<file path="src/rtl/stop_frame_check_if.sv">
// Bundle between the RX FSM and the stop-bit checker.
// The RX FSM drives through the master modport and the checker receives through the slave modport.
// When STOP_BREAK_DET_EN is defined, the bundle also carries the break-detect signals.
interface stop_frame_check_if #(
   parameter int MAX_STOP = 2,
   parameter int CNT_W    = 8
);
   localparam int CFG_W = $clog2(MAX_STOP + 1);

   logic             stop_check_en_stpc;
   logic             sampled_bit_stpc;
   logic [CFG_W-1:0] stop_bits_cfg;
   logic             frame_abort;
   logic             err_clr;
   logic             stop_error_stpc;
   logic             stop_done;
   logic [CFG_W-1:0] stop_bit_idx;
   logic [CNT_W-1:0] err_count;
   logic             err_sticky;
`ifdef STOP_BREAK_DET_EN
   logic             data_all_zero_stpc;
   logic             break_det_stpc;
`endif

   modport master (
      output stop_check_en_stpc, sampled_bit_stpc, stop_bits_cfg, frame_abort, err_clr,
`ifdef STOP_BREAK_DET_EN
      output data_all_zero_stpc,
      input  break_det_stpc,
`endif
      input  stop_error_stpc, stop_done, stop_bit_idx, err_count, err_sticky
   );

   modport slave (
      input  stop_check_en_stpc, sampled_bit_stpc, stop_bits_cfg, frame_abort, err_clr,
`ifdef STOP_BREAK_DET_EN
      input  data_all_zero_stpc,
      output break_det_stpc,
`endif
      output stop_error_stpc, stop_done, stop_bit_idx, err_count, err_sticky
   );
endinterface

</file>
<file path="src/rtl/stop_frame_check.sv">
// Stop-bit checker for the UART receive path.
// It checks 1..MAX_STOP stop bits per frame. The stop-bit count is chosen at runtime and latched at
// the first stop strobe of each frame. When the frame completes, the checker reports one stop error
// for the whole frame and pulses a done strobe. It also keeps a saturating error counter and a
// sticky error flag for status readout.
// Optional feature macro: STOP_BREAK_DET_EN. When it is defined, the checker flags a break frame:
// every data bit is 0 and every stop bit is 0.
module stop_frame_check #(
   parameter int MAX_STOP = 2,
   parameter int CNT_W    = 8
) (
   input logic               clk_stpc,
   input logic               rst_stpc,
   stop_frame_check_if.slave bus
);
   localparam int CFG_W = $clog2(MAX_STOP + 1);

   typedef enum logic {
      IDLE,
      CHECK
   } state_t;

   state_t           state;
   logic [CFG_W-1:0] n_lat;      // stop bits expected in the current frame
   logic             acc;        // any stop bit of this frame sampled 0
   logic [CFG_W-1:0] n_eff;      // clamped stop_bits_cfg
   logic             strobe;     // strobe that is not overridden by an abort
   logic             complete;   // this strobe finishes the frame
   logic             fin_err;    // frame error including this strobe's sample
`ifdef STOP_BREAK_DET_EN
   logic             all_zero;   // every stop bit so far sampled 0
   logic             fin_zero;
`endif

   // Clamp the requested stop-bit count into 1..MAX_STOP.
   always_comb begin
      // NOTE: every combinational output gets a default first so no path leaves it unassigned (no latch).
      n_eff = bus.stop_bits_cfg;
      if (bus.stop_bits_cfg == '0)
         n_eff = CFG_W'(1);
      else if (bus.stop_bits_cfg > CFG_W'(MAX_STOP))
         n_eff = CFG_W'(MAX_STOP);
   end

   // Decide whether this cycle's strobe completes the frame, and fold in its sample.
   always_comb begin
      strobe   = bus.stop_check_en_stpc && !bus.frame_abort;
      complete = 1'b0;
      fin_err  = 1'b0;
`ifdef STOP_BREAK_DET_EN
      fin_zero = 1'b0;
`endif
      if (strobe) begin
         if (state == IDLE) begin
            complete = (n_eff == CFG_W'(1));
            fin_err  = ~bus.sampled_bit_stpc;
`ifdef STOP_BREAK_DET_EN
            fin_zero = ~bus.sampled_bit_stpc;
`endif
         end else begin
            complete = (bus.stop_bit_idx == n_lat - CFG_W'(1));
            fin_err  = acc | ~bus.sampled_bit_stpc;
`ifdef STOP_BREAK_DET_EN
            fin_zero = all_zero & ~bus.sampled_bit_stpc;
`endif
         end
      end
   end

   // Frame FSM. It steps through the stop bits and registers the per-frame result and the done pulse.
   // NOTE: sequential state is updated with non-blocking assignments so every register samples pre-edge values.
   always_ff @(posedge clk_stpc or negedge rst_stpc) begin
      if (!rst_stpc) begin
         state               <= IDLE;
         n_lat               <= '0;
         acc                 <= 1'b0;
         bus.stop_bit_idx    <= '0;
         bus.stop_done       <= 1'b0;
         bus.stop_error_stpc <= 1'b0;
`ifdef STOP_BREAK_DET_EN
         all_zero            <= 1'b0;
         bus.break_det_stpc  <= 1'b0;
`endif
      end else begin
         bus.stop_done <= 1'b0;
`ifdef STOP_BREAK_DET_EN
         bus.break_det_stpc <= 1'b0;
`endif
         if (bus.frame_abort) begin
            state            <= IDLE;
            acc              <= 1'b0;
            bus.stop_bit_idx <= '0;
`ifdef STOP_BREAK_DET_EN
            all_zero         <= 1'b0;
`endif
         end else if (strobe) begin
            if (state == IDLE)
               n_lat <= n_eff;
            if (complete) begin
               state               <= IDLE;
               acc                 <= 1'b0;
               bus.stop_bit_idx    <= '0;
               bus.stop_done       <= 1'b1;
               bus.stop_error_stpc <= fin_err;
`ifdef STOP_BREAK_DET_EN
               all_zero            <= 1'b0;
               bus.break_det_stpc  <= fin_zero & bus.data_all_zero_stpc;
`endif
            end else begin
               state            <= CHECK;
               acc              <= fin_err;
               bus.stop_bit_idx <= bus.stop_bit_idx + CFG_W'(1);
`ifdef STOP_BREAK_DET_EN
               all_zero         <= fin_zero;
`endif
            end
         end
      end
   end

   // Status counters. A clear never discards an error that completes on the same edge.
   always_ff @(posedge clk_stpc or negedge rst_stpc) begin
      if (!rst_stpc) begin
         bus.err_count  <= '0;
         bus.err_sticky <= 1'b0;
      end else if (bus.err_clr) begin
         bus.err_count  <= (complete && fin_err) ? CNT_W'(1) : '0;
         bus.err_sticky <= complete && fin_err;
      end else if (complete && fin_err) begin
         if (bus.err_count != {CNT_W{1'b1}})
            bus.err_count <= bus.err_count + CNT_W'(1);
         bus.err_sticky <= 1'b1;
      end
   end
endmodule

</file>
<file path="src/flat_wrapper.sv">
// flat-port wrapper written by rule: the top's interface ports become plain ports
module stop_frame_check_flat 
#(
   parameter int MAX_STOP = 2,
   parameter int CNT_W    = 8
)
  (clk_stpc, rst_stpc, bus_stop_check_en_stpc, bus_sampled_bit_stpc, bus_stop_bits_cfg, bus_frame_abort, bus_err_clr, bus_stop_error_stpc, bus_stop_done, bus_stop_bit_idx, bus_err_count, bus_err_sticky);
  stop_frame_check_if #(.MAX_STOP(MAX_STOP), .CNT_W(CNT_W)) bus_i ();
  input logic clk_stpc;
  input logic rst_stpc;
  input wire logic [$bits(bus_i.stop_check_en_stpc)-1:0] bus_stop_check_en_stpc;
  input wire logic [$bits(bus_i.sampled_bit_stpc)-1:0] bus_sampled_bit_stpc;
  input wire logic [$bits(bus_i.stop_bits_cfg)-1:0] bus_stop_bits_cfg;
  input wire logic [$bits(bus_i.frame_abort)-1:0] bus_frame_abort;
  input wire logic [$bits(bus_i.err_clr)-1:0] bus_err_clr;
  output wire logic [$bits(bus_i.stop_error_stpc)-1:0] bus_stop_error_stpc;
  output wire logic [$bits(bus_i.stop_done)-1:0] bus_stop_done;
  output wire logic [$bits(bus_i.stop_bit_idx)-1:0] bus_stop_bit_idx;
  output wire logic [$bits(bus_i.err_count)-1:0] bus_err_count;
  output wire logic [$bits(bus_i.err_sticky)-1:0] bus_err_sticky;
  assign bus_i.stop_check_en_stpc = bus_stop_check_en_stpc;
  assign bus_i.sampled_bit_stpc = bus_sampled_bit_stpc;
  assign bus_i.stop_bits_cfg = bus_stop_bits_cfg;
  assign bus_i.frame_abort = bus_frame_abort;
  assign bus_i.err_clr = bus_err_clr;
  assign bus_stop_error_stpc = bus_i.stop_error_stpc;
  assign bus_stop_done = bus_i.stop_done;
  assign bus_stop_bit_idx = bus_i.stop_bit_idx;
  assign bus_err_count = bus_i.err_count;
  assign bus_err_sticky = bus_i.err_sticky;
  stop_frame_check #(.MAX_STOP(MAX_STOP), .CNT_W(CNT_W)) u_core (.clk_stpc(clk_stpc), .rst_stpc(rst_stpc), .bus(bus_i));
endmodule
</file>
<file path="config.mk">
export PLATFORM = sky130hd
export DESIGN_NAME = stop_frame_check_flat
export DESIGN_NICKNAME = d
export VERILOG_FILES = /design/src/rtl/stop_frame_check_if.sv /design/src/rtl/stop_frame_check.sv /design/src/flat_wrapper.sv
export SDC_FILE = /design/constraint.sdc
export NUM_CORES = 1
export LEC_CHECK = 0
export ABC_CLOCK_PERIOD_IN_PS = 3200
export BUFFER_PORTS_ARGS = -buffer_cell sky130_fd_sc_hd__buf_2
export CORE_MARGIN = 5
export CORE_UTILIZATION = 45
export DETAILED_ROUTE_END_ITERATION = 10
export GPL_TIMING_DRIVEN = 0
export HOLD_SLACK_MARGIN = 0.12
export PLACE_DENSITY = 0.69
export SYNTH_ARGS = -nofsm -noshare
export SYNTH_HDL_FRONTEND = slang
export SYNTH_SLANG_ARGS = --single-unit
</file>
<file path="constraint.sdc">
create_clock -name clk_stpc -period 3.2 [get_ports clk_stpc]
set_input_delay 0 -clock clk_stpc [delete_from_list [all_inputs] [get_ports clk_stpc]]
set_output_delay 0 -clock clk_stpc [all_outputs]
set_load 0.1 [all_outputs]
</file>
==> reports/metrics.csv <==
metric,value,unit
CP cell instances,"xor2_1, mux2i_2, o21ai_1, nand3b_1, a21oi_1, dlygate4sd3_1",
Async SR Flop Fraction,1.000,
Seq cells post-synth,17,
RePlAce Congestion,0.8149,
GR Util All Layers,0.1548,
max_slew headroom,0.6764,
Synth cell types,31,
detailed-route wire length per cell,13.02,µm
worst skew pair latency,290,ps
maximum root-to-sink buffer count,2,
total core area,0.001922,mm²
Die Height,54.24,µm
# diodes,0,
share of layout cells above drive strength 1,0.2185,
maximum VDD drop,0.2617,mV
CP Launch Point,u_core.bus.stop_bit_idx[1]$_DFFE_PN0P_,
Max Clock Skew,3.608,ps
port buffer count,18,
Pwr per Cell Area,433.5,mW/mm²
largest net degree at the start of global routing,18,
"Net Count, Synth",99,
First-pass DRT Iterations,4,
DR iter-0 viols,7,
Worst Tran Pin Value,488.7,ps
CTS H-tree lvls,1,
final hold violations,0,
Post-Syn Area,880.8,µm²
fill count,198,
Fmax,484.7,MHz
nets,129,
Clock transition at path regs,100,ps
unrepaired setup endpoints after global routing,no,
Setup Crit Path Kind,register to register,
area of the die,0.002942,mm²
Slew Limit Fails,0,
post-route ant nets,0,
post-synthesis sequential area ratio,0.4830,
most used flip-flop cell after synthesis,dfrtp_1,
CP Capture Type,register,
cts repair resizes,0,
via count of the routed design,804,
GR Overflow Total,0,
reg2reg start,u_core.bus.stop_bit_idx[1]$_DFFE_PN0P_,
I/O pin cnt,21,
Rows,16,
maximum capacitance violations,0,
Area Growth Syn to Fin,25.00,%
Power Total,0.0004773,W
Remaining DRCs,0,
max incr delay on CP,550,ps
Setup crit start kind,register,
Post-CTS Setup Bufs,0,
Worst Path Arrival,2290,ps
Synth Instances,90,
sum of negative setup slack,0,ps
CTS Buf Count,3,
status,"complete, no violations",
Mean Syn Cell Area,9.787,µm²
vias in the first global route,785,
clock sink count,17,
Post-synth EDFFs,0,
Leakage,0.4946,nW
vias per cell,5.507,
Initial Util,0.4583,
crit path time final,2063,ps
worst hold path class,primary input to asynchronous set/reset pin,
Tcrit/Tclk final,0.6447,
WL final,1901,µm
Die W,54.24,µm
Root Driver,clkbuf_4,
Post-DP HPWL,1328,µm
first-pass GRT wire length,3305,µm
CP max stage cell,dlygate4sd3_1,
crit-path max FO,6,
Synth Warn #,0,
CP Data Required Time,3430,ps
final setup violation count,0,
initial antenna violation count,0,
CTS tree,yes,
[critical path, delay by kind of cell (launching register included)]
kind / cells / cell delay (ps)
buf+inv: 1 / 550
compound gates: 2 / 540
flops: 1 / 430
mux: 1 / 190
xor+xnor: 1 / 170
simple gates: 1 / 130
[synth_stat cells (2+ instances only)]
| cell type | instances | area (µm²) |
|---|---|---|
| dfrtp_1 | 17 | 425.4 |
| a21oi_1 | 9 | 45.04 |
| nand2_1 | 9 | 33.78 |
| nor2_1 | 6 | 22.52 |
| o21ai_1 | 6 | 30.03 |
| o31ai_1 | 5 | 37.54 |
| or4_1 | 5 | 37.54 |
| inv_1 | 3 | 11.26 |
| nand2b_1 | 3 | 18.77 |
| mux2i_1 | 2 | 20.02 |
| nand3_1 | 2 | 10.01 |
| nand3b_1 | 2 | 15.01 |
| nor2b_1 | 2 | 12.51 |
| o41ai_1 | 2 | 17.52 |
[logic make-up after synthesis]
group,count (synthesis),synth area share
AO/OA/AOI/OAI,27,0.2031
XOR/XNOR,1,0.009945
adder cells (fa/ha/maj),1,0.01420
buffers and inverters,6,0.02697
flip-flops,17,0.4830
multiplexers,4,0.05113
AND/OR/NAND/NOR,34,0.2117
[report_power, final]
part | switching [W] | internal [W]
clock | 0.0000655 | 0.0000484
sequential | 0.0000114 | 0.000228
combinational | 0.0000912 | 0.0000325
total | 0.000168 | 0.000309
[worst paths after layout]
path	slack, ps	to	cells past startpoint
worst min register to register	510	u_core.bus.stop_error_stpc$_DFFE_PN0P_	2
worst min-delay path	160	u_core.bus.stop_done$_DFF_PN0_	2
worst max register to register	1140	u_core.bus.stop_bit_idx[0]$_DFFE_PN0P_	6
min in group clk_stpc	450	u_core.bus.stop_bit_idx[1]$_DFFE_PN0P_	3
worst max-delay path	1140	u_core.bus.stop_bit_idx[0]$_DFFE_PN0P_	6
max in group asynchronous	2760	u_core.bus.stop_error_stpc$_DFFE_PN0P_	2
[layer usage]
metal	share of wire	GRT usage
met4	0.012	0.07469
met3	0.050	0.02725
met2	0.47	0.2510
met5	0	0
met1	0.47	0.1983
[stage by stage]
step                      hold slack (ps)  worst slack (ps)  instance area (µm²)  utilization  cells
after floorplan                    -295.6             855.6                880.8            -     90
after global placement             -50.72              1290                 1005       0.5228    135
after detailed placement           -49.63              1272                 1005       0.5228    135
after CTS                           169.3              1147                 1101       0.5729    146
after global routing                198.7              1043                 1101       0.5729    146
final                               159.4              1137                 1101       0.5729    146
[registers in the layout, summed over array words and instances (netlist names)]
register and cells:
u_core.bus.stop_bit_idx 2, u_core.bus.stop_done 1, u_core.bus.err_sticky 1, u_core.n_lat 2, u_core.bus.stop_error_stpc 1, u_core.state 1, u_core.bus.err_count 8, u_core.acc 1
[layout by cell type (no fill, tap or decap)]
cell type,n
or3_1,1
mux2_1,1
nand2b_2,1
a21oi_2,1
nor2_1,6
clkbuf_1,2
buf_1,1
xor2_1,1
a21oi_1,9
nand2_1,9
nand3_1,2
dfrtp_1,17
dlygate4sd3_1,7
nand2b_1,3
nor2b_1,2
o21ai_1,6
o211a_1,1
o211ai_2,1
o311ai_1,1
nand3b_1,2
nand4_1,1
mux2i_2,1
mux2i_1,2
or4_1,5
ha_1,1
buf_2,19
and2_1,1
a22o_1,1
and4_1,1
clkbuf_4,3
inv_1,3
o31ai_1,5
o41ai_1,2
[cell type report]
cell class              instances  area (µm²)  share of cell area
multi-input cells              67       431.7              0.3920
flip-flops and latches         17       425.4              0.3864
repair buffers                 25       160.2              0.1455
well taps                      27       33.78             0.03068
clock buffers                   4       26.28             0.02386
plain buffers                   3       12.51             0.01136
inverters                       3       11.26             0.01023
[timing repair]
| action | CTS | global route |
|---|---|---|
| hold endpoints to repair | 26 | 0 |
| endpoints found under the setup margin | 0 | 0 |
| hold buffers | 7 | 0 |
Power figures use the tool's default switching activity.
